===== src/rtl/key_schedule_ctrl_pkg.sv =====
// Shared types and defaults for the key schedule controller.
// Holds the FSM state encoding and default slot geometry.
package key_schedule_ctrl_pkg;

    localparam int DEF_NUM_KEYS = 4;
    localparam int DEF_KEY_W    = 3;

    typedef enum logic [1:0] {
        IDLE  = 2'd0,
        RUN   = 2'd1,
        PAUSE = 2'd2
    } state_t;

endpackage


===== src/rtl/key_schedule_ctrl_if.sv =====
// Key-slot configuration write channel (valid/ready).
// The master writes keys; the controller is the slave.
interface key_schedule_ctrl_if #(
    parameter int SLOT_W = 2,
    parameter int KEY_W  = 3
);
    logic              cfg_valid;
    logic              cfg_ready;
    logic [SLOT_W-1:0] cfg_idx;
    logic [KEY_W-1:0]  cfg_key;

    modport master (
        output cfg_valid,
        output cfg_idx,
        output cfg_key,
        input  cfg_ready
    );

    modport slave (
        input  cfg_valid,
        input  cfg_idx,
        input  cfg_key,
        output cfg_ready
    );
endinterface


===== src/rtl/key_schedule_ctrl_key_slot_bank.sv =====
// Key slot register array: one write port, one combinational read.
// Cleared to zero on reset so stale keys never leak after a reset.
module key_slot_bank #(
    parameter int NUM_KEYS = 4,
    parameter int KEY_W    = 3,
    parameter int SLOT_W   = $clog2(NUM_KEYS)
) (
    input  logic              clock,
    input  logic              reset,
    input  logic              wr_en,
    input  logic [SLOT_W-1:0] wr_idx,
    input  logic [KEY_W-1:0]  wr_key,
    input  logic [SLOT_W-1:0] rd_idx,
    output logic [KEY_W-1:0]  rd_key
);
    logic [KEY_W-1:0] mem [NUM_KEYS];

    // Store a key into the addressed slot.
    always_ff @(posedge clock or posedge reset) begin
        if (reset) begin
            for (int i = 0; i < NUM_KEYS; i++) begin
                mem[i] <= '0;
            end
        end else if (wr_en) begin
            mem[wr_idx] <= wr_key;
        end
    end

    assign rd_key = mem[rd_idx];
endmodule


===== src/rtl/key_schedule_ctrl.sv =====
// Time-multiplexed key schedule controller for a locked datapath.
// Steps through loaded key slots, one per cycle, with pause/stop.
module key_schedule_ctrl
    import key_schedule_ctrl_pkg::*;
#(
    parameter int NUM_KEYS = DEF_NUM_KEYS,
    parameter int KEY_W    = DEF_KEY_W,
    parameter int SLOT_W   = $clog2(NUM_KEYS)
) (
    input  logic              clock,
    input  logic              reset,
    key_schedule_ctrl_if.slave cfg,
    input  logic              start,
    input  logic              stop,
    input  logic              pause,
    output logic [KEY_W-1:0]  active_key,
    output logic [SLOT_W-1:0] slot_idx,
    output logic              key_valid,
    output logic              busy,
    output logic              err
);
    state_t            state;
    state_t            state_nxt;
    logic [SLOT_W-1:0] slot_nxt;
    logic              err_nxt;
    logic [NUM_KEYS-1:0] loaded;
    logic              all_loaded;
    logic              wr_en;
    logic [KEY_W-1:0]  rd_key;

    assign cfg.cfg_ready = (state == IDLE);
    assign wr_en         = cfg.cfg_valid & cfg.cfg_ready;
    assign all_loaded    = &loaded;
    assign busy          = (state != IDLE);
    assign key_valid     = busy;

    // The bank is read at the next slot so active_key can be registered
    // yet line up with slot_idx in the same cycle.
    key_slot_bank #(
        .NUM_KEYS (NUM_KEYS),
        .KEY_W    (KEY_W),
        .SLOT_W   (SLOT_W)
    ) u_bank (
        .clock  (clock),
        .reset  (reset),
        .wr_en  (wr_en),
        .wr_idx (cfg.cfg_idx),
        .wr_key (cfg.cfg_key),
        .rd_idx (slot_nxt),
        .rd_key (rd_key)
    );

    // Next state, next slot and error pulse; stop beats start and pause.
    always_comb begin
        state_nxt = state;
        slot_nxt  = slot_idx;
        err_nxt   = 1'b0;
        unique case (state)
            IDLE: begin
                slot_nxt = '0;
                if (start && !stop) begin
                    if (all_loaded) begin
                        state_nxt = RUN;
                    end else begin
                        err_nxt = 1'b1;
                    end
                end
            end
            RUN, PAUSE: begin
                if (stop) begin
                    state_nxt = IDLE;
                    slot_nxt  = '0;
                end else if (pause) begin
                    state_nxt = PAUSE;
                end else begin
                    state_nxt = RUN;
                    slot_nxt  = slot_idx + SLOT_W'(1);
                end
            end
            default: begin
                state_nxt = IDLE;
                slot_nxt  = '0;
            end
        endcase
    end

    // FSM, slot counter, registered key and error pulse.
    always_ff @(posedge clock or posedge reset) begin
        if (reset) begin
            state      <= IDLE;
            slot_idx   <= '0;
            active_key <= '0;
            err        <= 1'b0;
        end else begin
            state      <= state_nxt;
            slot_idx   <= slot_nxt;
            active_key <= (state_nxt != IDLE) ? rd_key : '0;
            err        <= err_nxt;
        end
    end

    // Loaded mask: one bit per slot, set on an accepted write.
    always_ff @(posedge clock or posedge reset) begin
        if (reset) begin
            loaded <= '0;
        end else if (wr_en) begin
            loaded[cfg.cfg_idx] <= 1'b1;
        end
    end
endmodule


===== src/flat_wrapper.sv =====
// flat-port wrapper written by rule: the top's interface ports become plain ports
module key_schedule_ctrl_flat import key_schedule_ctrl_pkg::*;
#(
    parameter int NUM_KEYS = DEF_NUM_KEYS,
    parameter int KEY_W    = DEF_KEY_W,
    parameter int SLOT_W   = $clog2(NUM_KEYS)
)
  (clock, reset, start, stop, pause, active_key, slot_idx, key_valid, busy, err, cfg_cfg_valid, cfg_cfg_idx, cfg_cfg_key, cfg_cfg_ready);
  key_schedule_ctrl_if #(.SLOT_W(SLOT_W), .KEY_W(KEY_W)) cfg_i ();
  input  logic clock;
  input  logic reset;
  input  logic start;
  input  logic stop;
  input  logic pause;
  output logic [KEY_W-1:0] active_key;
  output logic [SLOT_W-1:0] slot_idx;
  output logic key_valid;
  output logic busy;
  output logic err;
  input wire logic [$bits(cfg_i.cfg_valid)-1:0] cfg_cfg_valid;
  input wire logic [$bits(cfg_i.cfg_idx)-1:0] cfg_cfg_idx;
  input wire logic [$bits(cfg_i.cfg_key)-1:0] cfg_cfg_key;
  output wire logic [$bits(cfg_i.cfg_ready)-1:0] cfg_cfg_ready;
  assign cfg_i.cfg_valid = cfg_cfg_valid;
  assign cfg_i.cfg_idx = cfg_cfg_idx;
  assign cfg_i.cfg_key = cfg_cfg_key;
  assign cfg_cfg_ready = cfg_i.cfg_ready;
  key_schedule_ctrl #(.NUM_KEYS(NUM_KEYS), .KEY_W(KEY_W), .SLOT_W(SLOT_W)) u_core (.clock(clock), .reset(reset), .cfg(cfg_i), .start(start), .stop(stop), .pause(pause), .active_key(active_key), .slot_idx(slot_idx), .key_valid(key_valid), .busy(busy), .err(err));
endmodule

===== config.mk =====
export PLATFORM = sky130hd
export DESIGN_NAME = key_schedule_ctrl_flat
export DESIGN_NICKNAME = d
export VERILOG_FILES = /design/src/rtl/key_schedule_ctrl_pkg.sv /design/src/rtl/key_schedule_ctrl_if.sv /design/src/rtl/key_schedule_ctrl_key_slot_bank.sv /design/src/rtl/key_schedule_ctrl.sv /design/src/flat_wrapper.sv
export SDC_FILE = /design/constraint.sdc
export NUM_CORES = 1
export LEC_CHECK = 0
export CAP_MARGIN = 20
export CORE_AREA = 4 4 55 57
export DETAILED_ROUTE_END_ITERATION = 10
export DIE_AREA = 0 0 59 61
export GPL_ROUTABILITY_DRIVEN = 0
export PLACE_DENSITY = 0.72
export SKIP_CTS_REPAIR_TIMING = 1
export SLEW_MARGIN = 20
export SYNTH_ARGS = -nofsm -noshare
export SYNTH_HDL_FRONTEND = slang
export SYNTH_SLANG_ARGS = --single-unit

===== constraint.sdc =====
create_clock -name clock -period 1.85 [get_ports clock]
set_input_delay 0.37 -clock clock [delete_from_list [all_inputs] [get_ports clock]]
set_output_delay 0.37 -clock clock [all_outputs]
set_load 0.005 [all_outputs]

==> results.txt <==
Worst Setup Path Type: reg -> out
Startpoint Class: register
routed length per placed instance: 15.9 um
CP cell instances: clkdlybuf4s50_1
Max Cap Violations: 0
min Tclk post-route: 1.76 ns
crit share post-route: 0.954
Vias/cell: 5.50
Comb power frac: 0.460
WP data required: 1.48 ns
detailed placement HPWL: 1.89 mm
sw frac: 0.332
pwr dens: 1320 nW/um2
row count: 18
switching power total: 679 uW
Antenna Violating Nets Remaining: 0
Ys Warns: 0
placed cells: 151
First-pass DRT Iterations: 4
Util after Layout: 0.625
Post-synth EDFFs: 0
clock-pin slew on the worst setup and hold paths: 0.13 ns
CTS Buffer Depth: 2
first-pass GRT wire length: 4.11 mm
Int Pwr: 1370 uW
Inserted Clock Buffers: 3
ys async rst share: 1.00
fin nets: 145
Die W: 59 um
die height: 61 um
initial DRC count: 16
CP Max Fanout: 9
core area: 2480 um2
commonest cells in the netlist: dfrtp_1 (24), mux2_2 (7), nand2b_1 (6), nor3b_1 (6), mux2_1 (5)
syn_area_per_cell: 11.9 um2
number of synthesized register bits: 24
Residual DRC: 0
Overflow after GRT: 0
Initial Utilization: 0.487
Post-Syn Area: 1210 um2
full die area: 3600 um2
Fin. Hold Viols: 0
clock latency at the later pin of the worst-skew pair: 0.31 ns
sequential share of the synthesized area: 0.498
Cell Area, Placed: 1450 um2
area grow syn2layout: 28.4%
Antenna diodes: 0
setup_tns: 0 ns
Worst Reg-to-Reg Cells: 6
via count: 886
Reg power frac: 0.406
prevailing post-synth register cell: dfrtp_1
Top delay family on crit path: buffers and inverters
Root Driver: clkbuf_4
CP Depth: 1
Synth area leaders: dfrtp_1 (50%), mux2_2 (6.5%), mux2_1 (4.7%)
Pleak: 0.000660 uW
IO Pins: 20
vias in the first global route: 892
post-synth top area cell: dfrtp_1
Slew @ Worst Pin: 0.373 ns
max incr delay on CP: 0.56 ns
initial antenna violation count: 0
critical path endpoint category: output pin
final WL: 2.56 mm
CP arrival: 1.39 ns
Clk pwr share: 0.134
Buf/Inv on CP: 1
syn nets: 114
Yosys cell types: 37
Slowest cell on crit path: clkdlybuf4s50_1
Max transition margin: 0.750
Synth Instances: 101
clk sink count: 24
GRT Total Usage: 0.153
layout cells sized above 1: 0.252
status: complete, no violations
pre-CTS setup slack: -0.0578 ns
port bufs: 19
Pins Over Slew Limit: 0
largest net degree at the start of global routing: 25
Yosys top cell area share: 0.498
Finished Cell Area: 1550 um2
most common cell in the synthesized netlist: dfrtp_1
CTS tree: done
Max Clk Rate: 567 MHz
Final setup viols: 0
worst setup margin: 0.0856 ns
Final Skew: 0.00298 ns
final std cells w/o fill: 161
worst vdd ir: 0.825 mV
HP Class: in -> async
htree depth: 1
-- cell families (layout without fill, tap and decap cells) --
logic type | Yosys count | after routing | synth area share
AO/OA/AOI/OAI | 18 | 18 | 0.134
XOR/XNOR | 1 | 1 | 0.00726
adder cells (fa/ha/maj) | 2 | 2 | 0.0207
buffers and inverters | 8 | 38 | 0.0321
flip-flops | 24 | 24 | 0.498
multiplexers | 15 | 15 | 0.137
AND/OR/NAND/NOR | 33 | 33 | 0.171
-- final cells by class --
cell class | count | area [um2]
clock buffer | 4 | 36.3
sequential | 24 | 601
timing repair buffer | 30 | 280
multi-input combinational | 69 | 579
inverter | 4 | 15.0
fill | 197 | 928
tap | 30 | 37.5
-- power groups by stage --
| stage | Sequential (uW) | Combinational (uW) | Clock, uW |
|---|---|---|---|
| final | 830 | 942 | 274 |
| after global routing | 853 | 1040 | 300 |
| after CTS | 828 | 834 | 278 |
| after detailed placement | 841 | 832 | 0 |
| after global placement | 825 | 797 | 0 |
| after floorplan | 807 | 564 | 0 |
-- routing by layer --
layer	vias to the layer above	GRT usage	part of all wire
met1	433	0.185	0.46
li1	426	-	-
met3	4	0.0213	0.038
met5	-	0	0
met4	0	0.0453	0.011
met2	23	0.281	0.50
-- state kept, by name (all words and copies together) (netlist names) --
| register | cells |
|---|---|
| u_core.active_key | 3 |
| u_core.err | 1 |
| u_core.loaded | 4 |
| u_core.slot_idx | 2 |
| u_core.state | 2 |
| u_core.u_bank.mem | 12 |
-- path summary, 6_finish.rpt --
kind	to	slack, ns	startpoint
worst max-delay path	slot_idx[0]	0.09	u_core.slot_idx[0]$_DFF_PP0_
worst min-delay path	u_core.active_key[1]$_DFF_PP0_	0.40	reset
min in group clock	u_core.loaded[0]$_DFFE_PP0P_	0.49	u_core.loaded[0]$_DFFE_PP0P_
worst min register to register	u_core.loaded[0]$_DFFE_PP0P_	0.49	u_core.loaded[0]$_DFFE_PP0P_
worst max register to register	u_core.active_key[0]$_DFF_PP0_	0.13	u_core.state[1]$_DFF_PP0_
max in group asynchronous	u_core.u_bank.mem[7]$_DFFE_PP0P_	1.22	reset
-- worst min-delay path, cell delays in order --
cell and delay [ns]:
clkdlybuf4s50_1 0.39, inv_1 0.06, buf_4 0.30
-- through the flow --
stage | power, uW | hold WS (ns)
after global routing | 2200 | 0.431
after CTS | 1940 | 0.390
after global placement | 1620 | 0.453
after floorplan | 1370 | 0.385
after detailed placement | 1670 | 0.465
final | 2050 | 0.402
-- cell usage in the layout (no fill, tap or decap), types with 2 or more instances in the layout --
cell type        Yosys  layout
o21ai_0              2       2
mux2_2               7       7
nand2_1              3       3
nor2_1               4       4
dfrtp_1             24      24
nor3b_1              6       6
a211oi_1             2       2
o22ai_1              2       2
nand2b_1             6       6
clkbuf_4             0       3
inv_2                0       3
dlymetal6s2s_1       0       3
buf_4                2      11
mux2_1               5       5
mux2i_1              3       3
nor3_1               3       3
a21oi_1              2       2
clkdlybuf4s50_1      0      16
nor2b_1              3       3
a31oi_1              2       2
Note: power is estimated with default switching activity, not from simulation.
